[src/rtl/alu_exec_unit_if.sv]
// Request/response bundle between pipeline control and the execute-stage ALU.
interface alu_exec_unit_if #(parameter int WIDTH = 16);
   logic             start;
   logic [3:0]       alu_control;
   logic [WIDTH-1:0] a;
   logic [WIDTH-1:0] b;
   logic [WIDTH-1:0] result;
   logic [WIDTH-1:0] hi;
   logic             zero;
   logic             overflow;
   logic             illegal;
   logic             busy;
   logic             done;

   modport master (output start, alu_control, a, b,
                   input  result, hi, zero, overflow, illegal, busy, done);
   modport slave  (input  start, alu_control, a, b,
                   output result, hi, zero, overflow, illegal, busy, done);
endinterface

[src/rtl/alu_exec_unit.sv]
// Execute-stage ALU: single-cycle logic/shift/add ops plus an iterative
// shift-add unsigned multiplier that takes WIDTH clocks.
module alu_exec_unit #(
   parameter int WIDTH = 16,
   parameter int SHW   = $clog2(WIDTH)
) (
   input  logic         clk,
   input  logic         rst_n,
   alu_exec_unit_if.slave bus
);

   localparam logic [0:0] S_IDLE = 1'b0;
   localparam logic [0:0] S_MUL  = 1'b1;

   localparam logic [3:0] OP_AND  = 4'b0000;
   localparam logic [3:0] OP_OR   = 4'b0010;
   localparam logic [3:0] OP_SLL  = 4'b0001;
   localparam logic [3:0] OP_SRL  = 4'b0110;
   localparam logic [3:0] OP_ADD  = 4'b0100;
   localparam logic [3:0] OP_ADDI = 4'b0101;
   localparam logic [3:0] OP_SUB  = 4'b1100;
   localparam logic [3:0] OP_MULT = 4'b0111;

   logic [0:0]         state_q;
   logic [SHW-1:0]     cnt_q;
   logic [WIDTH-1:0]   mcand_q;
   logic [2*WIDTH-1:0] acc_q;
   logic [WIDTH-1:0]   result_q, hi_q;
   logic               zero_q, ovf_q, ill_q, busy_q, done_q;

   logic [WIDTH-1:0]   op_res_d;
   logic               op_ovf_d, op_ill_d;
   logic [WIDTH:0]     add_sum;
   logic [2*WIDTH-1:0] acc_d;

   wire sa = bus.a[WIDTH-1];
   wire sb = bus.b[WIDTH-1];

   always_comb begin
      op_res_d = '0;
      op_ovf_d = 1'b0;
      op_ill_d = 1'b0;
      case (bus.alu_control)
         OP_AND:  op_res_d = bus.a & bus.b;
         OP_OR:   op_res_d = bus.a | bus.b;
         OP_SLL:  op_res_d = bus.a << bus.b[SHW-1:0];
         OP_SRL:  op_res_d = bus.a >> bus.b[SHW-1:0];
         OP_ADD, OP_ADDI: begin
            op_res_d = bus.a + bus.b;
            op_ovf_d = (sa == sb) && (op_res_d[WIDTH-1] != sa);
         end
         OP_SUB: begin
            op_res_d = bus.a - bus.b;
            op_ovf_d = (sa != sb) && (op_res_d[WIDTH-1] != sa);
         end
         default: op_ill_d = 1'b1;
      endcase
   end

   // Multiplier lives in the low half of acc_q and drains out as the
   // partial product shifts in from the top.
   always_comb begin
      add_sum = {1'b0, acc_q[2*WIDTH-1:WIDTH]} + (acc_q[0] ? {1'b0, mcand_q} : '0);
      acc_d   = {add_sum, acc_q[WIDTH-1:1]};
   end

   always_ff @(posedge clk or negedge rst_n) begin
      if (!rst_n) begin
         state_q  <= S_IDLE;
         cnt_q    <= '0;
         mcand_q  <= '0;
         acc_q    <= '0;
         result_q <= '0;
         hi_q     <= '0;
         zero_q   <= 1'b0;
         ovf_q    <= 1'b0;
         ill_q    <= 1'b0;
         busy_q   <= 1'b0;
         done_q   <= 1'b0;
      end else begin
         done_q <= 1'b0;
         case (state_q)
            S_IDLE: begin
               if (bus.start) begin
                  if (bus.alu_control == OP_MULT) begin
                     mcand_q <= bus.a;
                     acc_q   <= {{WIDTH{1'b0}}, bus.b};
                     cnt_q   <= '0;
                     busy_q  <= 1'b1;
                     state_q <= S_MUL;
                  end else begin
                     result_q <= op_res_d;
                     hi_q     <= '0;
                     zero_q   <= (op_res_d == '0);
                     ovf_q    <= op_ovf_d;
                     ill_q    <= op_ill_d;
                     done_q   <= 1'b1;
                  end
               end
            end
            S_MUL: begin
               acc_q <= acc_d;
               cnt_q <= cnt_q + 1'b1;
               if (cnt_q == SHW'(WIDTH-1)) begin
                  result_q <= acc_d[WIDTH-1:0];
                  hi_q     <= acc_d[2*WIDTH-1:WIDTH];
                  zero_q   <= (acc_d[WIDTH-1:0] == '0);
                  ovf_q    <= 1'b0;
                  ill_q    <= 1'b0;
                  busy_q   <= 1'b0;
                  done_q   <= 1'b1;
                  state_q  <= S_IDLE;
               end
            end
            default: state_q <= S_IDLE;
         endcase
      end
   end

   assign bus.result   = result_q;
   assign bus.hi       = hi_q;
   assign bus.zero     = zero_q;
   assign bus.overflow = ovf_q;
   assign bus.illegal  = ill_q;
   assign bus.busy     = busy_q;
   assign bus.done     = done_q;

endmodule

[src/flat_wrapper.sv]
// flat-port wrapper written by rule: the top's interface ports become plain ports
module alu_exec_unit_flat 
#(
   parameter int WIDTH = 16,
   parameter int SHW   = $clog2(WIDTH)
)
  (clk, rst_n, bus_start, bus_alu_control, bus_a, bus_b, bus_result, bus_hi, bus_zero, bus_overflow, bus_illegal, bus_busy, bus_done);
  alu_exec_unit_if #(.WIDTH(WIDTH)) bus_i ();
  input  logic clk;
  input  logic rst_n;
  input wire logic [$bits(bus_i.start)-1:0] bus_start;
  input wire logic [$bits(bus_i.alu_control)-1:0] bus_alu_control;
  input wire logic [$bits(bus_i.a)-1:0] bus_a;
  input wire logic [$bits(bus_i.b)-1:0] bus_b;
  output wire logic [$bits(bus_i.result)-1:0] bus_result;
  output wire logic [$bits(bus_i.hi)-1:0] bus_hi;
  output wire logic [$bits(bus_i.zero)-1:0] bus_zero;
  output wire logic [$bits(bus_i.overflow)-1:0] bus_overflow;
  output wire logic [$bits(bus_i.illegal)-1:0] bus_illegal;
  output wire logic [$bits(bus_i.busy)-1:0] bus_busy;
  output wire logic [$bits(bus_i.done)-1:0] bus_done;
  assign bus_i.start = bus_start;
  assign bus_i.alu_control = bus_alu_control;
  assign bus_i.a = bus_a;
  assign bus_i.b = bus_b;
  assign bus_result = bus_i.result;
  assign bus_hi = bus_i.hi;
  assign bus_zero = bus_i.zero;
  assign bus_overflow = bus_i.overflow;
  assign bus_illegal = bus_i.illegal;
  assign bus_busy = bus_i.busy;
  assign bus_done = bus_i.done;
  alu_exec_unit #(.WIDTH(WIDTH), .SHW(SHW)) u_core (.clk(clk), .rst_n(rst_n), .bus(bus_i));
endmodule
[config.mk]
export PLATFORM = sky130hd
export DESIGN_NAME = alu_exec_unit_flat
export DESIGN_NICKNAME = d
export VERILOG_FILES = /design/src/rtl/alu_exec_unit_if.sv /design/src/rtl/alu_exec_unit.sv /design/src/flat_wrapper.sv
export SDC_FILE = /design/constraint.sdc
export NUM_CORES = 1
export LEC_CHECK = 0
export CAP_MARGIN = 20
export CORE_ASPECT_RATIO = 0.7
export CORE_MARGIN = 5
export CORE_UTILIZATION = 45
export CTS_CLUSTER_DIAMETER = 100
export DETAILED_ROUTE_END_ITERATION = 8
export MAX_ROUTING_LAYER = met4
export SLEW_MARGIN = 30
export SYNTH_ARGS = -nofsm -noshare
export SYNTH_HDL_FRONTEND = slang
export SYNTH_SLANG_ARGS = --single-unit
[constraint.sdc]
create_clock -name clk -period 4.1 [get_ports clk]
set_clock_uncertainty 0.2 [all_clocks]
set_input_delay 0.82 -clock clk [delete_from_list [all_inputs] [get_ports clk]]
set_output_delay 0.82 -clock clk [all_outputs]
set_load 0.01 [all_outputs]
; Yosys cells after proc, flatten, opt, wreduce, memory -nomap -nowiden
; Index checks and enable logic that the tools add are counted.
; W data, S select, Z words.
[op_classes]
n_reduce_logical = 11
n_shift = 2
mux = 40
add_sub_neg = 4
bitwise = 3
eq_ne = 16
[ops]
columns = op, count
row1 = $mux W16, 7
row2 = $pmux W16 S6, 1
row3 = $mux W32, 2
row4 = $pmux W16 S2, 2
row5 = $pmux W32 S2, 1
row6 = $logic_not A16 Y1, 2
row7 = $add A16 B17 Y17, 1
row8 = $mux W1, 17
row9 = $add A16 B16 Y16, 1
row10 = $and A16 B16 Y16, 1
row11 = $eq A4 B3 Y1 const B, 4
row12 = $or A16 B16 Y16, 1
row13 = $shl A16 B4 Y16, 1
row14 = $shr A16 B4 Y16, 1
row15 = $sub A16 B16 Y16, 1
row16 = $pmux W1 S2, 7
row17 = $reduce_and A3 Y1, 3
row18 = $eq A4 B4 Y1 const B, 2
row19 = $mux W4, 2
row20 = $pmux W4 S2, 1
row21 = $reduce_or A7 Y1, 1
row22 = $ne A2 B2 Y1 const B, 3
row23 = $add A4 B1 Y4 const B, 1
row24 = $eq A4 B1 Y1 const B, 1
row25 = other kinds (9), 12
[word_totals]
inputBits = 39
reg_bits = 90
word_cells = 87

; Logic depth before layout (Yosys ltp)
; Gate-level depths: netlist (run 1).
[logic_depth]
word_depth = 7
ltp_mapped = 14

; Worst setup path before layout (run 1)
; No wires, ideal clock.
[synth_timing]
path_kind = input -> register
startpoint = input bus_b[1]
endpoint = register u_core.zero_q, in the netlist u_core.bus.zero
arrival_time_ps = 3560
setup_slack_ps = 257
n_path_buf = 3
t_required_ps = 3818
setup_time_ps = 82
cell_stages = 14
path_cell_list = buf_4 buf_4 buf_6 inv_1 fa_1 nand3b_1 and4_1 a2111oi_0 nand4b_1 a2111oi_0 and4_1 and4_1 nand4_1 o22ai_1
[synth_between]
elab_chain_len = 6
word_cells_on_any_way = 11
classes_between = 2 x add/sub / 2 x shift / 4 x mux / 2 x bitwise / 1 x reduce/logical
[synth_rtl]
columns = item, line_no
row1 = from (decl), flat_wrapper.sv:14  ; input wire logic [$bits(bus_i.b)-1:0] bus_b;
row2 = "$sub A16 B16 Y16, or another cell as far along", alu_exec_unit.sv:53  ; op_res_d = bus.a - bus.b;
row3 = $pmux W16 S6 (*), alu_exec_unit.sv:43  ; case (bus.alu_control)
row4 = $logic_not A16 Y1 (*), alu_exec_unit.sv:94  ; zero_q <= (op_res_d == '0);
row5 = $mux W1 (*), alu_exec_unit.sv:85  ; if (bus.alu_control == OP_MULT) begin
row6 = $mux W1 (*), alu_exec_unit.sv:84  ; if (bus.start) begin
row7 = $pmux W1 S2 (*), alu_exec_unit.sv:82  ; case (state_q)
row8 = to (signal assigned), alu_exec_unit.sv:94
row9 = to (signal assigned), alu_exec_unit.sv:107  ; zero_q <= (acc_d[WIDTH-1:0] == '0);
row10 = to (decl), alu_exec_unit.sv:29  ; logic zero_q, ovf_q, ill_q, busy_q, done_q;
; Every way passes the cells marked *; elsewhere a longest branch is shown, timed or not. The select of a mux whose other input is x is not followed.
; A chain may end at the register's enable or synchronous reset.

; Final worst setup path (run 1)
[layout_timing]
startpoint = input bus_b[2]
endpoint = register u_core.zero_q, in the netlist u_core.bus.zero
; Same word-level chain as after synthesis.

==> impl_metrics.yaml, run 1 <==
die:
  initial_utilization_pct: 45.7
  die_h_um: 123
  core_sq_um: 18000
  dieArea_sq_um: 21100
  die_w_um: 172
  placementRows: 41
  io_pins: 76
run_status:
  run_status: "completed"
worst_setup_path:
  critPathKind: "primary input to flip-flop"
  path_max_fanout: 5
  crit_path_max_incr_delay_ns: 0.47
  cp_common_cell: "a21oi_1"
  critical-path-top-delay-family: "compound AO/OA/AOI/OAI gates"
  critical_path.slowest_cell: "clkdlybuf4s50_1"
  arrival_ns: 4.04
  crit_buf_inv: 3
  worstPathCellList: "clkdlybuf4s50_1 > inv_1 > ha_1 > buf_4 > a21oi_1 > a21oi_1 > or2_2 > o21ai_0 > a21oi_1 > a221o_1 > a211oi_1 > nand4_1 > o22ai_1"
  startpoint_type: "primary input"
  worstPathRequired_ns: 4.16
  end_kind: "flip-flop"
grt:
  overflow: 0
  grt_busiest_layer: "met1"
  grt_use_met3_pct: 7.73
  antenna_found_initial: 1
  use_met2_pct: 38.9
  grt_usage_pct: 29.3
  grt_pass1_wl_um: 46300
  use_met1_pct: 45.3
  grt_max_degree: 91
  grt_pass1_vias: 7826
placed_design:
  dp_hpwl_um: 23800
  io_buffers: 75
  routabilityCongestion: 1.06
  preCtsSetupSlack_ns: -0.321
synthesis:
  synthCells: 983
  synth_area_leaders: "dfrtp_1 27%, ha_1 10%, nand2_1 5.2%"
  seq_area_frac_synth_pct: 27.4
  synth-edff-count: 0
  synth_nets: 1091
  syn_area_sq_um: 8230
  yosysWarnings: 0
  async_flop_share_pct: 100
  avgSynthCellArea_sq_um: 8.37
  yosys.area.top_type_share_pct: 27.4
  synth.largest_area_cell: "dfrtp_1"
  ys_seq_elements: 90
  synth_cell_type_count: 85
  synthFlopType: "dfrtp_1"
sta:
  setup_ws_ns: 0.121
  finalSetupTns_ns: 0
  clock.fmax_mhz: 251
  rsz0062_at_grt: "no"
  worst_pin_slew_ns: 0.905
  drv_slew: 0
  timing.final.hold_violations: 0
  slew_headroom_pct: 39.7
  post-route-period-util_pct: 97.1
  setup_viol: 0
  period_needed_ns: 3.98
pwr:
  power.total_mw: 4.53
  power_density_nw_per_um2: 438
  p_leak_nw: 4.68
  ir_worst_vdd_uv: 306
hold_path:
  min_path_type: "flip-flop to flip-flop"
finish:
  final_util_pct: 57.3
  drive_gt1_share_pct: 18.8
  area.growth.synth_to_final_pct: 25.5
  regArea_sq_um: 2250
  multi_input_area_sq_um: 5550
  num-nets-final: 1244
  n_fill_cell: 1694
clock_tree:
  clockBufferDepth: 2
  cts.reportedPaths.clkPinSlew_ns: 0.06
  cts_setup_buffers: 0
  root_buffer: "clkbuf_16"
  clk-insertion-delay-late_ns: 0.34
  cts_htree_levels: 3
  cts_tree: "built"
  cts_buffers: 9
  clock-sinks: 90
flow_run:
  maxCapViolations: 0
detailed_routing:
  vias_per_cell: 6.03
  route.detailed.drc: 0
  dr.pass1.iters: 5
  num_vias: 8309
  initialDrtViolationCount: 1121
  finalWirelength_um: 29800
  drt.antenna.violating_nets: 0
  post_drt_wl_per_cell_um: 21.7
-- power breakdown --
| part | internal (mW) | switching [mW] | total [mW] |
|---|---|---|---|
| combinational | 1.03 | 1.21 | 2.24 |
| sequential | 1.25 | 0.259 | 1.51 |
| clock | 0.429 | 0.354 | 0.783 |
-- state kept, by name (all words and copies together) (netlist names), 4 cells and up --
register and cells:
u_core.acc_q 32, u_core.bus.hi 16, u_core.bus.result 16, u_core.mcand_q 16, u_core.cnt_q 4
-- worst register-to-register path, cell delays in order, from the launching register on --
cell and delay, ns:
dfrtp_1 0.39, and2_1 0.17, ha_1 0.22, fa_1 0.44
a21o_1 0.19, a21oi_1 0.27, o21ai_0 0.17, a31oi_1 0.25
a21oi_1 0.20, a31oi_1 0.33, xor2_1 0.18, nor2_1 0.07
mux2_2 0.28
-- cell usage in the layout, fill, tap and decap left out, types with 14 or more instances in the layout --
cell	count
buf_4	126
nand2_1	115
dfrtp_1	90
nor2_1	80
o21ai_0	75
clkdlybuf4s50_1	73
ha_1	66
a21oi_1	62
inv_1	54
mux2_2	25
nor3_1	24
a211oi_1	24
and2_1	19
nand3_1	17
a22oi_1	16
mux4_2	14
-- cell families after synthesis --
logic type      share of synthesized area, %
simple gates                            20.1
flops                                   27.4
buf+inv                                 5.82
xor+xnor                                1.81
compound gates                          24.2
fa+ha+maj                               10.8
mux                                     9.98
-- metal layers --
metal,vias to the layer above,share of wire (%)
met1,4003,49
li1,3916,-
met4,0,1.1
met2,366,40
met5,-,0
met3,24,9.9
-- final timing paths --
kind / from / to / slack (ns) / depth (start not counted)
max: bus_b[2] / u_core.bus.zero / 0.12 / 13
min reg2reg: u_core.bus.hi[2] / u_core.bus.hi[2] / 0.28 / 2
min in group asynchronous: rst_n / u_core.bus.result[10] / 0.30 / 2
min: u_core.bus.hi[2] / u_core.bus.hi[2] / 0.28 / 2
max in group asynchronous: rst_n / u_core.acc_q[22] / 2.99 / 2
max reg2reg: u_core.mcand_q[0] / u_core.bus.hi[13] / 0.65 / 12
-- synthesized netlist by cell type, types with 11 or more instances --
cell and number:
a211oi_1 26, a21oi_1 63, a22oi_1 16, and2_1 19
clkbuf_1 44, dfrtp_1 90, ha_1 66, inv_1 54
mux2_2 25, mux2i_1 13, mux4_2 14, nand2_1 115
nand3_1 17, nor2_1 80, nor2b_1 13, nor3_1 24
o211ai_1 11, o21ai_0 75
-- per-stage QoR --
| step | instance area [sq um] | hold WS [ns] | instances |
|---|---|---|---|
| 2_1_floorplan | 8230 | 0.252 | 983 |
| 3_3_place_gp | 9990 | 0.255 | 1361 |
| 3_5_place_dp | 9990 | 0.270 | 1361 |
| 4_1_cts | 10300 | 0.282 | 1377 |
| 5_1_grt | 10300 | 0.304 | 1378 |
| 6_report | 10300 | 0.277 | 1378 |
-- layout make-up --
class | instances | share of cell area, %
diodes | 1 | 0.0242
clock buffers | 10 | 2.31
clock inverters | 6 | 0.400
inverters | 56 | 2.04
multi-input cells | 776 | 53.8
flip-flops and latches | 90 | 21.8
well taps | 236 | 2.86
repair buffers | 203 | 16.8
-- timing repair --
item,4_1_cts,5_1_grt
hold buffers,0,0
gates resized for setup,0,12
endpoints found under the hold margin,0,0
endpoints found under the setup margin,0,3
Power figures use the tool's default switching activity.
==> run 2, diff against run 1 <==
==> constraint.sdc (replaced) <==
create_clock -name clk -period 4.1 [get_ports clk]
set_clock_uncertainty 0.2 [all_clocks]
set_input_delay 0.41 -clock clk [delete_from_list [all_inputs] [get_ports clk]]
set_output_delay 0.41 -clock clk [all_outputs]
set_load 0.01 [all_outputs]
==> run 2 against run 1 <==
Effect of this change:
- cell count fell by 5.2%
- routed wire length down 5.3%
- utilization fell by 3.2 points
- combinational power down 6%
- critical path type unchanged
- critical endpoint unchanged
- largest power group unchanged
==> impl_metrics.yaml, run 2 (synthesized netlist as in run 1, its figures left out) <==
run_status:
  run_status: "completed"
clock_tree:
  clk-insertion-delay-late_ns: 0.34
  cts_htree_levels: 3
  cts_setup_buffers: 0
  cts.reportedPaths.clkPinSlew_ns: 0.06
  root_buffer: "clkbuf_16"
  clockBufferDepth: 2
  cts_buffers: 9
  cts_tree: "built"
  clock-sinks: 90
sta:
  finalSetupTns_ns: 0
  period_needed_ns: 3.86
  setup_ws_ns: 0.236
  rsz0062_at_grt: "no"
  setup_viol: 0
  slew_headroom_pct: 32.9
  worst_pin_slew_ns: 1.01
  post-route-period-util_pct: 94.3
  holdWs_ns: 0.263
  timing.final.hold_violations: 0
  clock.fmax_mhz: 259
  drv_slew: 0
pwr:
  power_density_nw_per_um2: 457
  ir_worst_vdd_uv: 319
  p_leak_nw: 4.33
detailed_routing:
  post_drt_wl_per_cell_um: 21.6
  num_vias: 8081
  route.detailed.drc: 0
  dr.pass1.iters: 6
  initialDrtViolationCount: 1047
  drt.antenna.violating_nets: 0
  finalWirelength_um: 28300
  vias_per_cell: 6.18
die:
  core_sq_um: 18000
  io_pins: 76
  initial_utilization_pct: 45.7
  dieArea_sq_um: 21100
  placementRows: 41
  die_w_um: 172
  die_h_um: 123
placed_design:
  preCtsSetupSlack_ns: -0.0685
  place_inst: 1292
  dpl_cell_area_sq_um: 9450
  io_buffers: 75
  dp_hpwl_um: 22000
  routabilityCongestion: 1.05
finish:
  area.growth.synth_to_final_pct: 18.6
  top_register: "u_core.acc_q"
  n_fill_cell: 1698
  largest_reg_flops: 32
  final_cell_count_no_fill: 1307
  drive_gt1_share_pct: 12.7
  design_area_sq_um: 9760
  final_cell_mix: "115 x nand2_1, 90 x dfrtp_1, 80 x nor2_1"
  final_common_cell: "nand2_1"
  diodes: 0
  num-nets-final: 1176
flow_run:
  maxCapViolations: 0
worst_setup_path:
  critPathKind: "primary input to flip-flop"
  arrival_ns: 3.92
  crit_start: "bus_b[0]"
  r2r_cells: 12
  startpoint_type: "primary input"
  path_max_fanout: 4
  worstPathRequired_ns: 4.16
  rrSetupSlack_ns: 0.68
  end_kind: "flip-flop"
  r2r_start: "u_core.mcand_q[0]"
grt:
  antenna_found_initial: 0
  grt_usage_pct: 27.5
  grt_max_degree: 72
  grt_pass1_wl_um: 43700
  grt_pass1_vias: 7417
  overflow: 0
hold_path:
  min_path_type: "flip-flop to flip-flop"
  worstHoldPathCells: 2
  hp-start: "u_core.bus.hi[2]"
## run 2: layout make-up
cell class	instances	area, sq um	area share, %
clock buffers	11	253	2.59
clock inverters	3	40.0	0.410
inverters	56	210	2.15
multi-input cells	776	5510	56.4
flip-flops and latches	90	2250	23.1
well taps	236	295	3.03
repair buffers	135	1200	12.3
## run 2: power by group
group / total [mW] / internal, mW / switching (mW)
Combinational: 2.10 / 0.951 / 1.15
Sequential: 1.53 / 1.25 / 0.284
Clock: 0.829 / 0.497 / 0.332
## run 2: worst max-delay path, stage by stage
cell	delay, ns
clkdlybuf4s50_1	0.52
ha_1	0.18
inv_1	0.05
fa_1	0.42
nand3b_1	0.20
and4_1	0.21
a2111oi_0	0.49
buf_4	0.20
nand4b_1	0.12
a2111oi_0	0.32
and4_1	0.31
and4_1	0.23
nand4_1	0.11
o22ai_1	0.16
## run 2: path summary, 6_finish.rpt
check	end
max	u_core.bus.zero
min	u_core.bus.hi[2]
max reg2reg	u_core.bus.hi[13]
min reg2reg	u_core.bus.hi[2]
max in group asynchronous	u_core.acc_q[20]
min in group asynchronous	u_core.bus.result[11]
## run 2: what timing repair did
item	4_1_cts	5_1_grt
hold buffers	0	1
gates resized for setup	0	0
hold endpoints to repair	0	70
## run 2: metrics by stage
stage	util (%)	total power [mW]
6_report	54.2	4.46
5_1_grt	54.2	4.78
4_1_cts	54.1	4.46
3_5_place_dp	52.5	3.62
3_3_place_gp	52.5	3.60
2_1_floorplan	-	2.77
## run 2: per-layer routing
metal	track usage, %	vias up	wire [um]
li1	-	3771	-
met1	41.3	3863	13600
met2	36.4	416	11200
met3	8.82	31	3140
met4	4.35	0	395
met5	-	-	0
==> run 3, diff against run 2 <==
--- a/config.mk
+++ b/config.mk
@@ -5,6 +5,7 @@
 export SDC_FILE = /design/constraint.sdc
 export NUM_CORES = 1
 export LEC_CHECK = 0
+export ABC_AREA = 0
 export CAP_MARGIN = 20
 export CORE_ASPECT_RATIO = 0.7
 export CORE_MARGIN = 5
==> results of run 3 <==
Final layout, timing and power as in run 2 (identical DEF).
